## src/rtl/mm_stream_feeder.sv

```systemverilog
// Transmit-side companion of the streaming matrix multiplier: streams matrices A then B
// onto the multiplier byte stream and captures its result stream into a readable buffer.
module mm_stream_feeder #(
    parameter int TIMEOUT = 255
) (
    input  logic        clk_i,
    input  logic        rst_i,
    input  logic        cfg_we_i,
    input  logic        cfg_sel_i,
    input  logic [3:0]  cfg_addr_i,
    input  logic [7:0]  cfg_data_i,
    input  logic [2:0]  a_rows_i,
    input  logic [2:0]  a_cols_i,
    input  logic [2:0]  b_rows_i,
    input  logic [2:0]  b_cols_i,
    input  logic        start_i,
    output logic [7:0]  tx_data_o,
    output logic        tx_col_end_o,
    output logic        tx_row_end_o,
    input  logic        mm_busy_i,
    input  logic        mm_valid_i,
    input  logic        mm_is_legal_i,
    input  logic [1:0]  mm_ep_i,
    input  logic [11:0] mm_data_i,
    input  logic [3:0]  rd_addr_i,
    output logic [11:0] rd_data_o,
    output logic [4:0]  res_count_o,
    output logic [3:0]  status_o,
    output logic        busy_o,
    output logic        done_o
);

    localparam logic [2:0] S_IDLE     = 3'd0;
    localparam logic [2:0] S_WAIT_RDY = 3'd1;
    localparam logic [2:0] S_SEND_A   = 3'd2;
    localparam logic [2:0] S_GAP_A    = 3'd3;
    localparam logic [2:0] S_SEND_B   = 3'd4;
    localparam logic [2:0] S_GAP_B    = 3'd5;
    localparam logic [2:0] S_WAIT_RES = 3'd6;
    localparam logic [2:0] S_DONE     = 3'd7;

    localparam logic [15:0] TIMEOUT_C = 16'(TIMEOUT);

    logic [2:0]  state_q, state_d;
    logic [2:0]  ar_q, ar_d, ac_q, ac_d, br_q, br_d, bc_q, bc_d;
    logic [2:0]  r_q, r_d, c_q, c_d;
    logic [3:0]  idx_q, idx_d;
    logic [15:0] idle_q, idle_d;
    logic [4:0]  res_count_q, res_count_d;
    logic [3:0]  status_q, status_d;
    logic        prev_valid_q;
    logic [7:0]  tx_data_q, tx_data_d;
    logic        tx_col_q, tx_col_d;
    logic        tx_row_q, tx_row_d;
    logic        busy_q;
    logic        done_q;

    logic [7:0]  a_mem_q   [16];
    logic [7:0]  b_mem_q   [16];
    logic [11:0] res_mem_q [16];

    logic        res_we_s;
    logic        capture_s;
    logic        last_col_s;
    logic        last_row_s;
    logic [2:0]  cur_rows_s;
    logic [2:0]  cur_cols_s;
    logic [4:0]  exp_count_s;

    function automatic logic dim_bad(input logic [2:0] d);
        return (d == 3'd0) || (d > 3'd4);
    endfunction

    assign capture_s   = mm_valid_i && !prev_valid_q;
    assign cur_rows_s  = (state_q == S_SEND_B) ? br_q : ar_q;
    assign cur_cols_s  = (state_q == S_SEND_B) ? bc_q : ac_q;
    assign last_col_s  = (c_q == (cur_cols_s - 3'd1));
    assign last_row_s  = (r_q == (cur_rows_s - 3'd1));
    assign exp_count_s = {2'b00, ar_q} * {2'b00, bc_q};

    // Sequencer next-state: dimension check, stream walk and result capture.
    always_comb begin
        state_d     = state_q;
        ar_d        = ar_q;
        ac_d        = ac_q;
        br_d        = br_q;
        bc_d        = bc_q;
        r_d         = r_q;
        c_d         = c_q;
        idx_d       = idx_q;
        idle_d      = idle_q;
        res_count_d = res_count_q;
        status_d    = status_q;
        res_we_s    = 1'b0;
        case (state_q)
            S_IDLE: begin
                if (start_i) begin
                    ar_d = a_rows_i;
                    ac_d = a_cols_i;
                    br_d = b_rows_i;
                    bc_d = b_cols_i;
                    if (dim_bad(a_rows_i) || dim_bad(a_cols_i) ||
                        dim_bad(b_rows_i) || dim_bad(b_cols_i)) begin
                        status_d = 4'b1000;
                        state_d  = S_DONE;
                    end else begin
                        res_count_d = 5'd0;
                        status_d    = 4'b0000;
                        state_d     = S_WAIT_RDY;
                    end
                end else begin
                    state_d = S_IDLE;
                end
            end
            S_WAIT_RDY: begin
                if (!mm_busy_i) begin
                    state_d = S_SEND_A;
                    r_d     = 3'd0;
                    c_d     = 3'd0;
                    idx_d   = 4'd0;
                end else begin
                    state_d = S_WAIT_RDY;
                end
            end
            S_SEND_A, S_SEND_B: begin
                idx_d = idx_q + 4'd1;
                if (last_col_s && last_row_s) begin
                    state_d = (state_q == S_SEND_A) ? S_GAP_A : S_GAP_B;
                    r_d     = 3'd0;
                    c_d     = 3'd0;
                    idx_d   = 4'd0;
                end else if (last_col_s) begin
                    r_d = r_q + 3'd1;
                    c_d = 3'd0;
                end else begin
                    c_d = c_q + 3'd1;
                end
            end
            S_GAP_A: begin
                state_d = S_SEND_B;
            end
            S_GAP_B: begin
                state_d = S_WAIT_RES;
                idle_d  = 16'd0;
            end
            S_WAIT_RES: begin
                if (capture_s) begin
                    idle_d = 16'd0;
                    if (mm_is_legal_i) begin
                        res_we_s    = 1'b1;
                        res_count_d = res_count_q + 5'd1;
                        if (res_count_d == exp_count_s) begin
                            state_d = S_DONE;
                        end else begin
                            state_d = S_WAIT_RES;
                        end
                    end else begin
                        // ep = 0 on an illegal result would be indistinguishable from "no error"
                        status_d[1:0] = (mm_ep_i == 2'b00) ? 2'b11 : mm_ep_i;
                        state_d       = S_DONE;
                    end
                end else begin
                    idle_d = idle_q + 16'd1;
                    if (idle_d == TIMEOUT_C) begin
                        status_d[2] = 1'b1;
                        state_d     = S_DONE;
                    end else begin
                        state_d = S_WAIT_RES;
                    end
                end
            end
            S_DONE: begin
                state_d = S_IDLE;
            end
            default: begin
                state_d = S_IDLE;
            end
        endcase
    end

    // Stream byte and markers for the next cycle; gaps repeat the last element sent.
    always_comb begin
        tx_data_d = 8'h00;
        tx_col_d  = 1'b0;
        tx_row_d  = 1'b0;
        case (state_d)
            S_SEND_A: begin
                tx_data_d = a_mem_q[idx_d];
                tx_col_d  = (c_d == (ac_q - 3'd1));
                tx_row_d  = tx_col_d && (r_d == (ar_q - 3'd1));
            end
            S_SEND_B: begin
                tx_data_d = b_mem_q[idx_d];
                tx_col_d  = (c_d == (bc_q - 3'd1));
                tx_row_d  = tx_col_d && (r_d == (br_q - 3'd1));
            end
            S_GAP_A, S_GAP_B: begin
                tx_data_d = tx_data_q;
            end
            default: begin
                tx_data_d = 8'h00;
            end
        endcase
    end

    // Control state, counters and registered outputs.
    always_ff @(posedge clk_i or posedge rst_i) begin
        if (rst_i) begin
            state_q      <= S_IDLE;
            ar_q         <= 3'd0;
            ac_q         <= 3'd0;
            br_q         <= 3'd0;
            bc_q         <= 3'd0;
            r_q          <= 3'd0;
            c_q          <= 3'd0;
            idx_q        <= 4'd0;
            idle_q       <= 16'd0;
            res_count_q  <= 5'd0;
            status_q     <= 4'd0;
            prev_valid_q <= 1'b0;
            tx_data_q    <= 8'h00;
            tx_col_q     <= 1'b0;
            tx_row_q     <= 1'b0;
            busy_q       <= 1'b0;
            done_q       <= 1'b0;
        end else begin
            state_q      <= state_d;
            ar_q         <= ar_d;
            ac_q         <= ac_d;
            br_q         <= br_d;
            bc_q         <= bc_d;
            r_q          <= r_d;
            c_q          <= c_d;
            idx_q        <= idx_d;
            idle_q       <= idle_d;
            res_count_q  <= res_count_d;
            status_q     <= status_d;
            prev_valid_q <= mm_valid_i;
            tx_data_q    <= tx_data_d;
            tx_col_q     <= tx_col_d;
            tx_row_q     <= tx_row_d;
            busy_q       <= (state_d != S_IDLE);
            done_q       <= (state_q == S_DONE);
        end
    end

    // Matrix and result storage; contents are not reset.
    always_ff @(posedge clk_i) begin
        if (cfg_we_i && (state_q == S_IDLE)) begin
            if (cfg_sel_i) begin
                b_mem_q[cfg_addr_i] <= cfg_data_i;
            end else begin
                a_mem_q[cfg_addr_i] <= cfg_data_i;
            end
        end
        if (res_we_s) begin
            res_mem_q[res_count_q[3:0]] <= mm_data_i;
        end
    end

    assign tx_data_o    = tx_data_q;
    assign tx_col_end_o = tx_col_q;
    assign tx_row_end_o = tx_row_q;
    assign rd_data_o    = res_mem_q[rd_addr_i];
    assign res_count_o  = res_count_q;
    assign status_o     = status_q;
    assign busy_o       = busy_q;
    assign done_o       = done_q;

endmodule
```

## config.mk

```make
export PLATFORM = sky130hd
export DESIGN_NAME = mm_stream_feeder
export DESIGN_NICKNAME = d
export VERILOG_FILES = /design/src/rtl/mm_stream_feeder.sv
export SDC_FILE = /design/constraint.sdc
export NUM_CORES = 1
export LEC_CHECK = 0
export BUFFER_PORTS_ARGS = -buffer_cell sky130_fd_sc_hd__buf_2
export CORE_MARGIN = 4
export CORE_UTILIZATION = 52
export DETAILED_ROUTE_END_ITERATION = 8
export GPL_TIMING_DRIVEN = 0
export HOLD_SLACK_MARGIN = 0.08
export PLACE_DENSITY = 0.69
export SYNTH_ARGS = -nofsm -noshare
export SYNTH_HDL_FRONTEND = slang
export SYNTH_SLANG_ARGS = --single-unit
export TNS_END_PERCENT = 100
```

## constraint.sdc

```tcl
create_clock -name clk_i -period 4.2 [get_ports clk_i]
set_input_delay 0.84 -clock clk_i [delete_from_list [all_inputs] [get_ports clk_i]]
set_output_delay 0.84 -clock clk_i [all_outputs]
set_load 0.05 [all_outputs]
```

==> summary.md <==
The total congestion overflow is 0. Synthesis handed over a netlist of 1387 instances. Hold is met by 291 ps.

CTS saw 511 sinks. The number of max-slew violations in the final report is 0, and the top-area cell type share of the netlist area is 62.2%. The tools report the via count of the first global-routing pass as 12400. The tools report the combined area of the multi-input logic cells as 6300 sq um. Clock tree synthesis selected as its root buffer the cell clkbuf_16. The critical path goes through or3b_4, mux2i_4, ha_1, xor2_1, nand2_1, mux2i_4, nand4_1, and3_1, o22ai_1, clkbuf_2, mux2i_1, a211o_1. In this run the number of H-tree levels came out at 2. The die outline width is 212 um, and the number of nets in the synthesized netlist is 1457. Data on the critical path is required at its endpoint by 4730 ps. The final layout contains 1605 nets. The tools report the synthesized area as 21600 sq um. The cell family contributing the most delay on the critical path is simple AND/OR/NAND/NOR gates.

For this run, the top clock speed supported by timing is 246 MHz. After detailed routing, the number of remaining DRC violations is 0. At the pin with the least slew margin, the transition time is 1380 ps.

The clock passes through at most 3 buffers. The routed length per instance is 22.0 um. Count of flip-flops with a built-in enable after synthesis: 448. In the post-synthesis netlist, the cell with the most instances is edfxtp_1. In the synthesized netlist the async set-or-reset flop fraction comes to 12.3%.

From synthesis to final layout, the design area changed by 14.6%. The number of buffers and inverters on the critical path is 1. Number of hold violations in the final report: 0.

The per-cell via count in the routed design was 5.82; the number of synthesized register bits was 511. The logs give 15000 sq um for the area used by sequential logic in the layout and 8.81 nW for the standby leakage power. The run gives 0.000428 V as the maximum ir drop on the vdd rail. By startpoint and endpoint, the worst setup path is classified as flip-flop to flip-flop. Wires add up to 46500 um. Kind of start point of the critical path: a flip-flop. The first global-routing pass estimated 71900 um of wire. The worst-skew pair later-pin latency was 590 ps. In this run the mean area of a mapped cell was 15.6 sq um. The floorplan step defined a die boundary enclosing 44900 sq um. The number of nets with antenna violations after detailed routing is 0. The worst pin sits at a relative slew slack of 7.86%. The tools report the top-level port count as 83.

Of the available clock period, the critical path in the final layout requires 96.8%. For this run, the register share of the synthesized area comes to 69.5%. On the critical path, the stage with the largest delay is an instance of o22ai_1. Most area-hungry cell type in the Yosys netlist: edfxtp_1.

The setup skew after layout came out at 23.7 ps. The primary flip-flop cell chosen by synthesis mapping was edfxtp_1. From bottom edge to top edge, the die measures 212 um.

The total number of yosys warnings was 0; the overall fraction of global-route tracks in use was 20.8%. For the effective utilization at floorplan, the log shows 52.8%. The kind of path behind the tightest hold check was input port to asynchronous set/reset pin. Entering global routing, the biggest net connects 41 pins.

In the final layout, the share of cells above drive strength 1 is 20.0%. The peak fanout along the critical path works out to 10. Input and output buffers added on the ports amount to 78. Clock-pin slew was measured on the worst setup and hold paths at 60 ps. Power spread over the standard cell area amounts to 718 nW/um^2. Most frequent cell on the critical path: mux2i_4.

The initialized floorplan defines 74 standard-cell rows. The number of iterations in the first detailed-routing pass was 5; the half-perimeter wire length after placement was 30400 um. The design draws 17.8 mW.

For this block, the initial DRC count from the detailed router was 1118. Final-layout fill cell count: 3018. The logs give 4590 ps for the arrival time of the worst setup path and 52 for the total clock buffers created by CTS.

TritonCTS built the clock tree. The final critical delay including setup and external delays is 4070 ps, and the placer congestion estimate is 0.859. The number of antenna violations at the first check in global routing was 1. The critical path starts at state_q[1]. The longest individual stage delay on the worst path was 510 ps. In this run, post-CTS hold repair placed 0 buffers. The routed layout has 12300 vias. The count of unique library cells instantiated by Yosys was 70; the count of endpoints failing setup in the final report was 0.

The startpoint identified for the worst register-to-register timing path is state_q[1]. Sorting the synthesized cells by how often they occur yields edfxtp_1, mux2i_1, nand2_1. The run finished with clean final reports.

In the post-synthesis netlist, the biggest area contributors are edfxtp_1, mux2i_1, dfrtp_1. STA classifies the critical path endpoint as a flip-flop. The tool flagged a number of max-cap violations equal to 0. The run gives 40900 sq um as the core area.
[final timing paths]
check / end / slack [ps] / cells after the start
hold / removal: br_q[2] / 290 / 2
max in group asynchronous: idle_q[0] / 3290 / 3
setup reg to reg: tx_data_o[4] / 130 / 12
hold reg to reg: status_o[1] / 470 / 2
min in group clk_i: prev_valid_q / 390 / 1
setup / recovery: tx_data_o[4] / 130 / 12
[state kept, by name, indices dropped and copies added, names as in the netlist, 4 cells and up]
name,cells
res_count_o,5
b_mem_q,128
idx_q,4
tx_data_o,8
status_o,4
idle_q,16
res_mem_q,192
a_mem_q,128
[report_power, final]
| group | switching [mW] | total (mW) | internal, mW |
|---|---|---|---|
| combinational | 4.28 | 7.15 | 2.87 |
| sequential | 0.217 | 5.97 | 5.75 |
| clock | 1.91 | 4.65 | 2.74 |
| total | 6.41 | 17.8 | 11.4 |
[routing by layer]
| layer | vias up | track usage, % | part of all wire [%] |
|---|---|---|---|
| met3 | 69 | 4.27 | 6.4 |
| met1 | 6225 | 29.3 | 43 |
| met4 | 0 | 6.26 | 2.5 |
| li1 | 5615 | - | - |
| met2 | 355 | 33.5 | 48 |
| met5 | - | 0 | 0 |
[worst register-to-register path: stages (launching register included)]
cell,delay (ps)
dfrtp_2,440
or3b_4,460
mux2i_4,210
ha_1,300
xor2_1,180
nand2_1,110
mux2i_4,200
nand4_1,230
and3_1,220
o22ai_1,510
clkbuf_2,440
mux2i_1,510
a211o_1,190
[cell usage in the layout (no fill, tap or decap), types with 4 or more instances in the layout]
cell	n
edfxtp_1	448
mux2i_1	149
nand2_1	144
buf_2	90
nor2_1	69
dfrtp_1	61
mux4_2	60
nand3_1	57
o21ai_0	56
clkbuf_16	52
clkbuf_1	27
a21oi_1	27
xnor2_1	26
inv_1	26
buf_4	17
ha_1	17
xor2_1	14
nor3_1	13
buf_6	12
nand2b_1	11
clkinv_2	11
clkinv_1	10
nand4_1	9
mux2i_2	9
o31ai_1	8
or3_1	7
and2_1	7
a211o_1	7
nor3_2	7
bufinv_16	7
buf_1	6
nor2b_1	6
nor2_2	6
mux2_2	5
mux2i_4	4
and3_1	4
clkbuf_2	4
[area by class of cell]
| cell class | instances | share of cell area (%) |
|---|---|---|
| Buffer | 62 | 1.48 |
| Tap cell | 532 | 2.69 |
| Multi-Input combinational cell | 784 | 25.5 |
| Timing Repair Buffer | 95 | 2.26 |
| Clock inverter | 35 | 1.50 |
| Sequential cell | 511 | 60.7 |
| Inverter | 29 | 0.440 |
| Clock buffer | 59 | 5.44 |
| Antenna cell | 1 | 0.0101 |
[repair_timing]
item | 4_1_cts | 5_1_grt
setup endpoints to repair | 21 | 13
gates resized for setup | 17 | 32
buffers inserted | 1 | 8
pin swaps | 1 | 6
[kinds of logic (layout without fill, tap and decap cells)]
logic type	count (synthesis)	after routing	synth area share (%)
xor+xnor	40	40	1.62
buf+inv	92	280	1.92
fa+ha+maj	21	21	1.27
mux	227	227	14.1
other cells	0	1	0
simple gates	356	356	7.51
compound gates	140	140	4.09
flops	511	511	69.5
[through the flow]
stage	cells	util (%)	setup TNS [ps]	area, sq um	worst slack (ps)
2_1_floorplan	1387	-	0	21600	289
3_3_place_gp	1997	55.4	-5670	22700	-489
3_5_place_dp	2004	55.7	-6380	22800	-513
4_1_cts	2098	60.1	0	24600	0.0693
5_1_grt	2108	60.5	-16.5	24800	-10.1
6_report	2108	60.5	0	24800	134
(Power assumes the default switching activity.)
